File: src/rtl/fxp_requant_if.sv
// Stream bundle for the requantizer: accumulator words in, saturated OUT_W-bit results out.
interface fxp_requant_if #(
  parameter int OUT_W = 8
);
  logic                    in_valid;
  logic                    in_ready;
  logic signed [31:0]      in_data;
  logic                    in_last;
  logic                    out_valid;
  logic                    out_ready;
  logic signed [OUT_W-1:0] out_data;
  logic                    out_last;

  modport master (
    output in_valid, in_data, in_last, out_ready,
    input  in_ready, out_valid, out_data, out_last
  );

  modport slave (
    input  in_valid, in_data, in_last, out_ready,
    output in_ready, out_valid, out_data, out_last
  );
endinterface

File: src/rtl/fxp_requant_ctrl.sv
// Per-channel requantizer: table lookup on accept, multiply, round-shift + saturate, output register.
// Single global stall: every stage moves only when the output register can move.
module fxp_requant_ctrl #(
  parameter int N_CH    = 16,
  parameter int OUT_W   = 8,
  parameter int MULT_W  = 16,
  parameter int SHIFT_W = 6
) (
  input  logic                     clk,
  input  logic                     rst_n,
  input  logic                     cfg_we,
  input  logic [$clog2(N_CH)-1:0]  cfg_ch,
  input  logic signed [MULT_W-1:0] cfg_mult,
  input  logic [SHIFT_W-1:0]       cfg_shift,
  output logic                     cfg_err,
  fxp_requant_if.slave             bus,
  output logic                     busy,
  output logic [15:0]              sat_count,
  input  logic                     clear_stats
);

  localparam int CH_W = $clog2(N_CH);
  localparam logic signed [47:0] OUT_MAX = (48'sd1 <<< (OUT_W - 1)) - 48'sd1;
  localparam logic signed [47:0] OUT_MIN = -(48'sd1 <<< (OUT_W - 1));

  logic signed [MULT_W-1:0] mult_tbl  [N_CH];
  logic [SHIFT_W-1:0]       shift_tbl [N_CH];
  logic [CH_W-1:0]          ch_idx;

  logic adv, accept;

  logic                     s1_valid, s1_last;
  logic signed [31:0]       s1_acc;
  logic signed [MULT_W-1:0] s1_mult;
  logic [SHIFT_W-1:0]       s1_shift;

  logic                     s2_valid, s2_last;
  logic signed [47:0]       s2_prod;
  logic [SHIFT_W-1:0]       s2_shift;

  logic                     s3_valid, s3_last;
  logic signed [OUT_W-1:0]  s3_data;

  logic                     out_valid_q, out_last_q;
  logic signed [OUT_W-1:0]  out_data_q;

  logic [5:0]               sh_eff;
  logic signed [47:0]       rnd;
  logic signed [OUT_W-1:0]  sat_val;
  logic                     clamp;

  assign adv          = !out_valid_q || bus.out_ready;
  assign accept       = bus.in_valid && adv;
  assign bus.in_ready = adv;
  assign bus.out_valid = out_valid_q;
  assign bus.out_data  = out_data_q;
  assign bus.out_last  = out_last_q;

  assign busy = s1_valid | s2_valid | s3_valid | out_valid_q | (ch_idx != '0);

  // NOTE: the scale table is reset like any other control state because its
  // reset contents (mult=1, shift=0) are architecturally visible defaults.
  always_ff @(posedge clk or negedge rst_n) begin
    if (!rst_n) begin
      for (int i = 0; i < N_CH; i++) begin
        mult_tbl[i]  <= MULT_W'(1);
        shift_tbl[i] <= '0;
      end
      cfg_err <= 1'b0;
    end else begin
      // NOTE: sequential state always uses non-blocking assignment so every
      // register samples pre-edge values regardless of block ordering.
      cfg_err <= cfg_we && busy;
      if (cfg_we && !busy) begin
        mult_tbl[cfg_ch]  <= cfg_mult;
        shift_tbl[cfg_ch] <= cfg_shift;
      end
    end
  end

  // A vector closes either on in_last or when the table runs out of channels.
  always_ff @(posedge clk or negedge rst_n) begin
    if (!rst_n) begin
      ch_idx <= '0;
    end else if (accept) begin
      if (bus.in_last || ch_idx == CH_W'(N_CH - 1)) ch_idx <= '0;
      else                                         ch_idx <= ch_idx + CH_W'(1);
    end
  end

  always_ff @(posedge clk or negedge rst_n) begin
    if (!rst_n) begin
      s1_valid    <= 1'b0;
      s2_valid    <= 1'b0;
      s3_valid    <= 1'b0;
      out_valid_q <= 1'b0;
      out_data_q  <= '0;
      out_last_q  <= 1'b0;
    end else if (adv) begin
      s1_valid    <= accept;
      s2_valid    <= s1_valid;
      s3_valid    <= s2_valid;
      out_valid_q <= s3_valid;
      if (s3_valid) begin
        out_data_q <= s3_data;
        out_last_q <= s3_last;
      end
    end
  end

  // Datapath registers are qualified by the valids above, so they carry no reset.
  always_ff @(posedge clk) begin
    if (accept) begin
      s1_acc   <= bus.in_data;
      s1_mult  <= mult_tbl[ch_idx];
      s1_shift <= shift_tbl[ch_idx];
      s1_last  <= bus.in_last;
    end
    if (adv && s1_valid) begin
      s2_prod  <= 48'(s1_acc) * 48'(s1_mult);
      s2_shift <= s1_shift;
      s2_last  <= s1_last;
    end
    if (adv && s2_valid) begin
      s3_data <= sat_val;
      s3_last <= s2_last;
    end
  end

  // NOTE: every combinational output gets a default first so no path leaves
  // a variable unassigned, which would otherwise infer a latch.
  always_comb begin
    sh_eff = (32'(s2_shift) > 32'd47) ? 6'd47 : 6'(s2_shift);
    rnd    = s2_prod;
    if (sh_eff != 6'd0)
      rnd = (s2_prod + (48'sd1 <<< (sh_eff - 6'd1))) >>> sh_eff;
    clamp   = 1'b0;
    sat_val = rnd[OUT_W-1:0];
    if (rnd > OUT_MAX) begin
      sat_val = OUT_MAX[OUT_W-1:0];
      clamp   = 1'b1;
    end else if (rnd < OUT_MIN) begin
      sat_val = OUT_MIN[OUT_W-1:0];
      clamp   = 1'b1;
    end
  end

  always_ff @(posedge clk or negedge rst_n) begin
    if (!rst_n)
      sat_count <= '0;
    else if (clear_stats)
      sat_count <= '0;
    else if (adv && s2_valid && clamp && sat_count != 16'hFFFF)
      sat_count <= sat_count + 16'd1;
  end

endmodule

File: src/flat_wrapper.sv
// flat-port wrapper written by rule: the top's interface ports become plain ports
module fxp_requant_ctrl_flat 
#(
  parameter int N_CH    = 16,
  parameter int OUT_W   = 8,
  parameter int MULT_W  = 16,
  parameter int SHIFT_W = 6
)
  (clk, rst_n, cfg_we, cfg_ch, cfg_mult, cfg_shift, cfg_err, busy, sat_count, clear_stats, bus_in_valid, bus_in_data, bus_in_last, bus_out_ready, bus_in_ready, bus_out_valid, bus_out_data, bus_out_last);
  fxp_requant_if #(.OUT_W(OUT_W)) bus_i ();
  input  logic clk;
  input  logic rst_n;
  input  logic cfg_we;
  input  logic [$clog2(N_CH)-1:0] cfg_ch;
  input  logic signed [MULT_W-1:0] cfg_mult;
  input  logic [SHIFT_W-1:0] cfg_shift;
  output logic cfg_err;
  output logic busy;
  output logic [15:0] sat_count;
  input  logic clear_stats;
  input wire logic [$bits(bus_i.in_valid)-1:0] bus_in_valid;
  input wire logic [$bits(bus_i.in_data)-1:0] bus_in_data;
  input wire logic [$bits(bus_i.in_last)-1:0] bus_in_last;
  input wire logic [$bits(bus_i.out_ready)-1:0] bus_out_ready;
  output wire logic [$bits(bus_i.in_ready)-1:0] bus_in_ready;
  output wire logic [$bits(bus_i.out_valid)-1:0] bus_out_valid;
  output wire logic [$bits(bus_i.out_data)-1:0] bus_out_data;
  output wire logic [$bits(bus_i.out_last)-1:0] bus_out_last;
  assign bus_i.in_valid = bus_in_valid;
  assign bus_i.in_data = bus_in_data;
  assign bus_i.in_last = bus_in_last;
  assign bus_i.out_ready = bus_out_ready;
  assign bus_in_ready = bus_i.in_ready;
  assign bus_out_valid = bus_i.out_valid;
  assign bus_out_data = bus_i.out_data;
  assign bus_out_last = bus_i.out_last;
  fxp_requant_ctrl #(.N_CH(N_CH), .OUT_W(OUT_W), .MULT_W(MULT_W), .SHIFT_W(SHIFT_W)) u_core (.clk(clk), .rst_n(rst_n), .cfg_we(cfg_we), .cfg_ch(cfg_ch), .cfg_mult(cfg_mult), .cfg_shift(cfg_shift), .cfg_err(cfg_err), .bus(bus_i), .busy(busy), .sat_count(sat_count), .clear_stats(clear_stats));
endmodule
File: config.mk
export PLATFORM = sky130hd
export DESIGN_NAME = fxp_requant_ctrl_flat
export DESIGN_NICKNAME = d
export VERILOG_FILES = /design/src/rtl/fxp_requant_if.sv /design/src/rtl/fxp_requant_ctrl.sv /design/src/flat_wrapper.sv
export SDC_FILE = /design/constraint.sdc
export NUM_CORES = 2
export LEC_CHECK = 0
export BUFFER_PORTS_ARGS = -buffer_cell sky130_fd_sc_hd__buf_4
export CELL_PAD_IN_SITES_DETAIL_PLACEMENT = 0
export CELL_PAD_IN_SITES_GLOBAL_PLACEMENT = 1
export CORE_ASPECT_RATIO = 0.6
export CORE_MARGIN = 2
export CORE_UTILIZATION = 56
export DETAILED_ROUTE_END_ITERATION = 8
export GPL_ROUTABILITY_DRIVEN = 1
export PLACE_DENSITY_LB_ADDON = 0.1
export SLEW_MARGIN = 20
export SYNTH_ARGS = -nofsm -noshare
export SYNTH_HDL_FRONTEND = slang
export SYNTH_SLANG_ARGS = --single-unit
export TNS_END_PERCENT = 50
File: constraint.sdc
create_clock -name clk -period 22.5 [get_ports clk]
set_input_delay 2.25 -clock clk [delete_from_list [all_inputs] [get_ports clk]]
set_output_delay 2.25 -clock clk [all_outputs]
set_load 0.03 [all_outputs]
# Word level (Yosys, flattened, before mapping)
# Index checks and enable logic that the tools add are counted.
# totals
elab_cells,107
output_inout_bits,29
regBits,505
input_bits,65
# op_classes
n_shift,2
eq_ne,2
addsub,4
muxes,20
n_bitwise,6
n_reduce_logical,16
n_mul,1
order_cmp,6
# op_table
cell,n
256-bit bitwise mux,1
96-bit bitwise mux,1
16-bit 2-to-1 mux,5
16-bit binary-select mux with 4-bit select,1
16-bit demux with 4-bit select,1
48-bit adder,1
48-bit by 8-bit > comparator with 1-bit output (second input constant),1
48-bit by 8-bit less-than comparator with 1-bit output (second input constant),1
32-bit by 16-bit multiplier with 48-bit output,1
48-bit 2-to-1 mux,1
2-bit by 6-bit <<< shifter with 48-bit output (first input constant),1
48-bit by 6-bit >>> shifter with 48-bit output,1
6-bit binary-select mux with 4-bit select,1
6-bit demux with 4-bit select,1
6-bit 2-to-1 mux,4
16-bit by 1-bit adder with 16-bit output (second input constant),1
16-bit inequality test (second input constant),1
5-bit greater-or-equal comparator (second input constant),2
4-bit inverter with 5-bit output,2
1-bit logical AND,8
8-bit 2-to-1 mux,1
6-bit > comparator (second input constant),1
6-bit nonzero test,1
6-bit by 1-bit subtractor with 6-bit output (second input constant),1
other kinds (11),17

# Depth between registers and ports, before layout
# logic_depth
ltp_word,14
depth_mapped,31
mapped_depth_nobuf,28

# Least setup slack after synthesis
# OpenSTA, ideal clock, no wires.
# synth_timing
path_kind,register to register
from,register u_core.s1_mult[1]
to,"register u_core.s2_prod[41], data pin"
setup_time_ps,258
stages_incl_launch_ff,29
period_less_slack_ps,7446
setup_slack_ps,15054
arrival_time_ps,7188
cell_sequence,edfxtp_1 -> clkbuf_1 -> nand2_1 -> fa_1 -> inv_1 -> fa_1 -> inv_1 -> fa_1 -> fa_1 -> fa_1 -> inv_1 -> fa_1 -> ha_1 -> a21o_1 -> a21oi_1 -> nor2b_1 -> o21a_1 -> or2_2 -> or3_1 -> or3_1 -> o21ai_0 -> a21oi_1 -> a31oi_1 -> o31ai_1 -> a211o_1 -> a31o_2 -> a21o_1 -> a21oi_1 -> xnor2_1
# synth_via
elab_chain_len,1
# synth_lines
item,line,rtl
from (decl),fxp_requant_ctrl.sv:34,logic signed [MULT_W-1:0] s1_mult;
from (signal assigned),fxp_requant_ctrl.sv:115,s1_mult <= mult_tbl[ch_idx];
32-bit by 16-bit multiplier with 48-bit output,fxp_requant_ctrl.sv:120,s2_prod <= 48'(s1_acc) * 48'(s1_mult);
to (signal assigned),fxp_requant_ctrl.sv:120,
to (decl),fxp_requant_ctrl.sv:38,logic signed [47:0] s2_prod;
# Every way passes these cells.
# A chain may end at the register's enable or synchronous reset.

# Final worst setup path
# layout_timing
from,register u_core.s2_shift[4]
to,register u_core.sat_count[8]
# layout_via
elab_chain_len,13
# layout_lines
item,line,rtl
from (decl),fxp_requant_ctrl.sv:39,logic [SHIFT_W-1:0] s2_shift;
from (signal assigned),fxp_requant_ctrl.sv:121,s2_shift <= s1_shift;
6-bit > comparator,fxp_requant_ctrl.sv:133,sh_eff = (32'(s2_shift) > 32'd47) ? 6'd47 : 6'(s2_shift);
6-bit 2-to-1 mux *,fxp_requant_ctrl.sv:133,
6-bit by 1-bit subtractor with 6-bit output,fxp_requant_ctrl.sv:136,rnd = (s2_prod + (48'sd1 <<< (sh_eff - 6'd1))) >>> sh_eff;
2-bit by 6-bit <<< shifter with 48-bit output,fxp_requant_ctrl.sv:136,
48-bit adder,fxp_requant_ctrl.sv:136,
48-bit by 6-bit >>> shifter with 48-bit output,fxp_requant_ctrl.sv:136,
48-bit 2-to-1 mux *,fxp_requant_ctrl.sv:135,if (sh_eff != 6'd0)
48-bit by 8-bit less-than comparator with 1-bit output,fxp_requant_ctrl.sv:142,end else if (rnd < OUT_MIN) begin
1-bit 2-to-1 mux,fxp_requant_ctrl.sv:142,
1-bit 2-to-1 mux *,fxp_requant_ctrl.sv:139,if (rnd > OUT_MAX) begin
1-bit logical AND * (2 in series),fxp_requant_ctrl.sv:153,else if (adv && s2_valid && clamp && sat_count != 16'hFFFF)
2-bit nonzero test (no line) *,--,
to (signal assigned),fxp_requant_ctrl.sv:154,sat_count <= sat_count + 16'd1;
to (decl),fxp_requant_ctrl.sv:18,"output logic [15:0] sat_count,"
# Every way passes the cells marked *; elsewhere a longest branch is shown, timed or not.

==> metrics <==
slew margin rel.=20.6%; Syn Inst Count=4778; DRT antenna net count=0; Slew @ Worst Pin=between 1 and 1.5 ns; TritonCTS clock tree=yes; mux share of post-synthesis cell area=around 14%; I/O pins=94; Netlist cell types=a little over 100; Worst Path Max Fanout=29; first-pass GRT wire length=about 240 mm; crit start category=register; post-CTS setup buffers=0; Slew Limit Fails=0; crit path kind=register to register; Starting Density=56.5%; main combinational cell family by area after synthesis=adder cells; drc violations=0; clk slew on worst S/H paths=0.10 ns; Worst Path Arrival=roughly 9.3 ns; syn nets=around 5500; fin crit share=39.3%; vias per cell=approximately 6.5; vias in the first global route=37800; # setup viols final=0; Fillers=approximately 7200; iteration count of the initial detailed-routing pass=6; overall die area=slightly below 90000 um2; post-synthesis adder-cell area fraction=24.4%; Synth Area in Compound Gates=11.8%; routed wl met2=roughly 63 mm; fmax=between 100 and 150 MHz; Reg2Reg Depth=25; synthesized flop and latch total=around 500; NumNets Final=5428; met3 WL=around 19 mm; pre-CTS setup slack=13.89 ns; Placed Cells=5808; Synth top cells by count=nand2_1, inv_1, fa_1; Hold Vio Cnt, Final=0; Final Critical Period=just under 9 ns; clock sink total=505; post_cts resized=0; RSZ-0062 raised after global routing=false; final wirelength=158 mm; Post-Synth XOR/XNOR Area=around 1.4%; simple-gate share of the synthesized area=between 10 and 15%; # rows=83; Final TNS setup=0 ns; largest net degree at the start of global routing=92; CTS Buf Count=a little under 50; top sig layer=met5; ys flop type=dfrtp_1; Std-Cell Core Area=roughly 85000 um2; DR WL/cell=about 27 um; floorplan die height=231 um; Remaining Overflow, GRT=0; Vias=~38000; # Max-Cap Violations=0; Metal-1 WL=between 70 and 80 mm; share of layout cells above drive strength 1=between 15 and 20%; mapped cell area=between 40000 and 50000 um2; Post-Layout Cell Count=5902; worst min path class=register to register; EDFF count, synth=about 120; Port Buffer Count=93; synth top area cells=fa_1, dfrtp_1, mux2_2, edfxtp_1, mux4_2; Area growth syn-to-layout=6.85%; share of the synthesized area in the top cell type=20.2%; initial antenna violation count=9; yosys warns=0; H-tree levels=2; Synth area leader=fa_1; Final Wtd Congestion=~1.1; WP data required=approximately 23 ns; CTS Buffer Depth=3; first-iteration detailed-routing DRC count=around 4700; clk_lat worst skew=about 0.66 ns; CTS hold repair buffers=0; GRT Total Usage=between 30 and 40%; syn avg cell area=10.1 um2; chip width=between 300 and 400 um; CTS root buf=clkbuf_16; CP Capture Type=register; DP Wirelength=roughly 120 mm; count leader, synth=nand2_1; status=finished, final reports clean; ys async rst share=between 70 and 80%; Clock Skew=0.0741 ns; Seq/Total Area, Yosys=around 27%; Setup WS post-layout=13.66 ns; Hold Path Depth=0
[final timing paths]
path / from / end / slack [ns]
max: u_core.s2_shift[4] / u_core.sat_count[8] / 13.66
min: u_core.s1_shift[0] / u_core.s2_shift[0] / 0.40
max reg2reg: u_core.s2_shift[4] / u_core.sat_count[8] / 13.66
min reg2reg: u_core.s1_shift[0] / u_core.s2_shift[0] / 0.40
max in group asynchronous: rst_n / u_core.ch_idx[1] / 17.79
min in group asynchronous: rst_n / u_core.shift_tbl[41] / 1.60
[metrics by stage]
step / area, um2 / util (%) / hold slack, ns
after floorplan: 48300 / - / 0.400
after global placement: 50000 / 58.5 / 0.402
after detailed placement: 50000 / 58.5 / 0.409
after CTS: 51600 / 60.4 / 0.406
after global routing: 51600 / 60.4 / 0.421
final: 51600 / 60.4 / 0.403
[per-layer routing]
metal  GRT usage (%)  up-vias
li1                -    16400
met1            55.6    19700
met2            48.4     2029
met3            11.2      338
met4            9.44       12
met5           0.654        -
[final cells by class]
cell class	count	area [um2]	area share (%)
Antenna cell	3	7.51	0.0145
Tap cell	1147	1440	2.78
Clock inverter	17	179	0.347
Inverter	523	1960	3.80
Clock buffer	74	1410	2.73
Multi-Input combinational cell	3448	32000	61.9
Timing Repair Buffer	185	1400	2.71
Sequential cell	505	13300	25.7
[critical path: stages, from the launching register on]
cell	delay, ns
edfxtp_1	0.34
buf_4	0.37
inv_1	0.43
nand2_1	0.44
buf_4	0.36
nor2_1	0.09
ha_1	0.25
fa_1	0.44
a21oi_1	0.36
o211ai_2	0.22
a221oi_4	0.58
o32ai_1	0.23
buf_4	0.22
o21ba_2	0.22
a211oi_2	0.60
o32ai_1	0.27
nor2_1	0.36
o2111ai_1	0.48
o2bb2ai_1	0.30
nor4_1	0.55
and4b_1	0.31
nand4_2	0.14
o31ai_4	0.27
buf_4	0.35
nor3_2	0.09
mux2_1	0.33
[logic make-up after synthesis]
family / count (synthesis)
simple gates: 1380
compound gates: 825
buf+inv: 825
fa+ha+maj: 651
mux: 514
flops: 505
xor+xnor: 78
[cells in the final DEF (no fill, tap or decap), types with 25 or more instances in the layout]
cell type  Yosys  layout
mux2i_1       28      28
edfxtp_1     119     119
xnor2_1       59      59
nand3_1       75      75
dfrtp_1      370     367
o21a_1        42      42
buf_4          4     183
fa_1         487     487
mux2_2       372     372
o21ai_0      139     138
nand4_1       49      49
o211ai_1      25      25
and2_1       200     199
nor2_1       234     224
or3_1         29      29
nand2b_1      47      47
nand2_1      532     531
a211oi_1      50      50
a21o_1        46      46
inv_1        523     522
nor3_1        76      73
clkbuf_16      0      49
a21oi_1      187     183
mux4_2       110     110
nor4_1        28      28
ha_1         164     164
[sequential cells by signal, summed over array words and instances (netlist names)]
signal                flops
u_core.s3_data            8
u_core.s1_valid           1
u_core.shift_tbl         96
u_core.s1_mult           16
u_core.s1_last            1
u_core.s2_valid           1
u_core.s2_shift           6
u_core.ch_idx             4
u_core.bus.out_data       8
u_core.bus.out_valid      1
u_core.s3_valid           1
u_core.sat_count         16
u_core.cfg_err            1
u_core.s2_prod           48
u_core.s1_shift           6
u_core.mult_tbl         256
u_core.s3_last            1
u_core.bus.out_last       1
u_core.s2_last            1
u_core.s1_acc            32
Power is left out: the tool's default activity adds up to more than one toggle a clock period on the data nets, which glitch-free logic cannot reach.
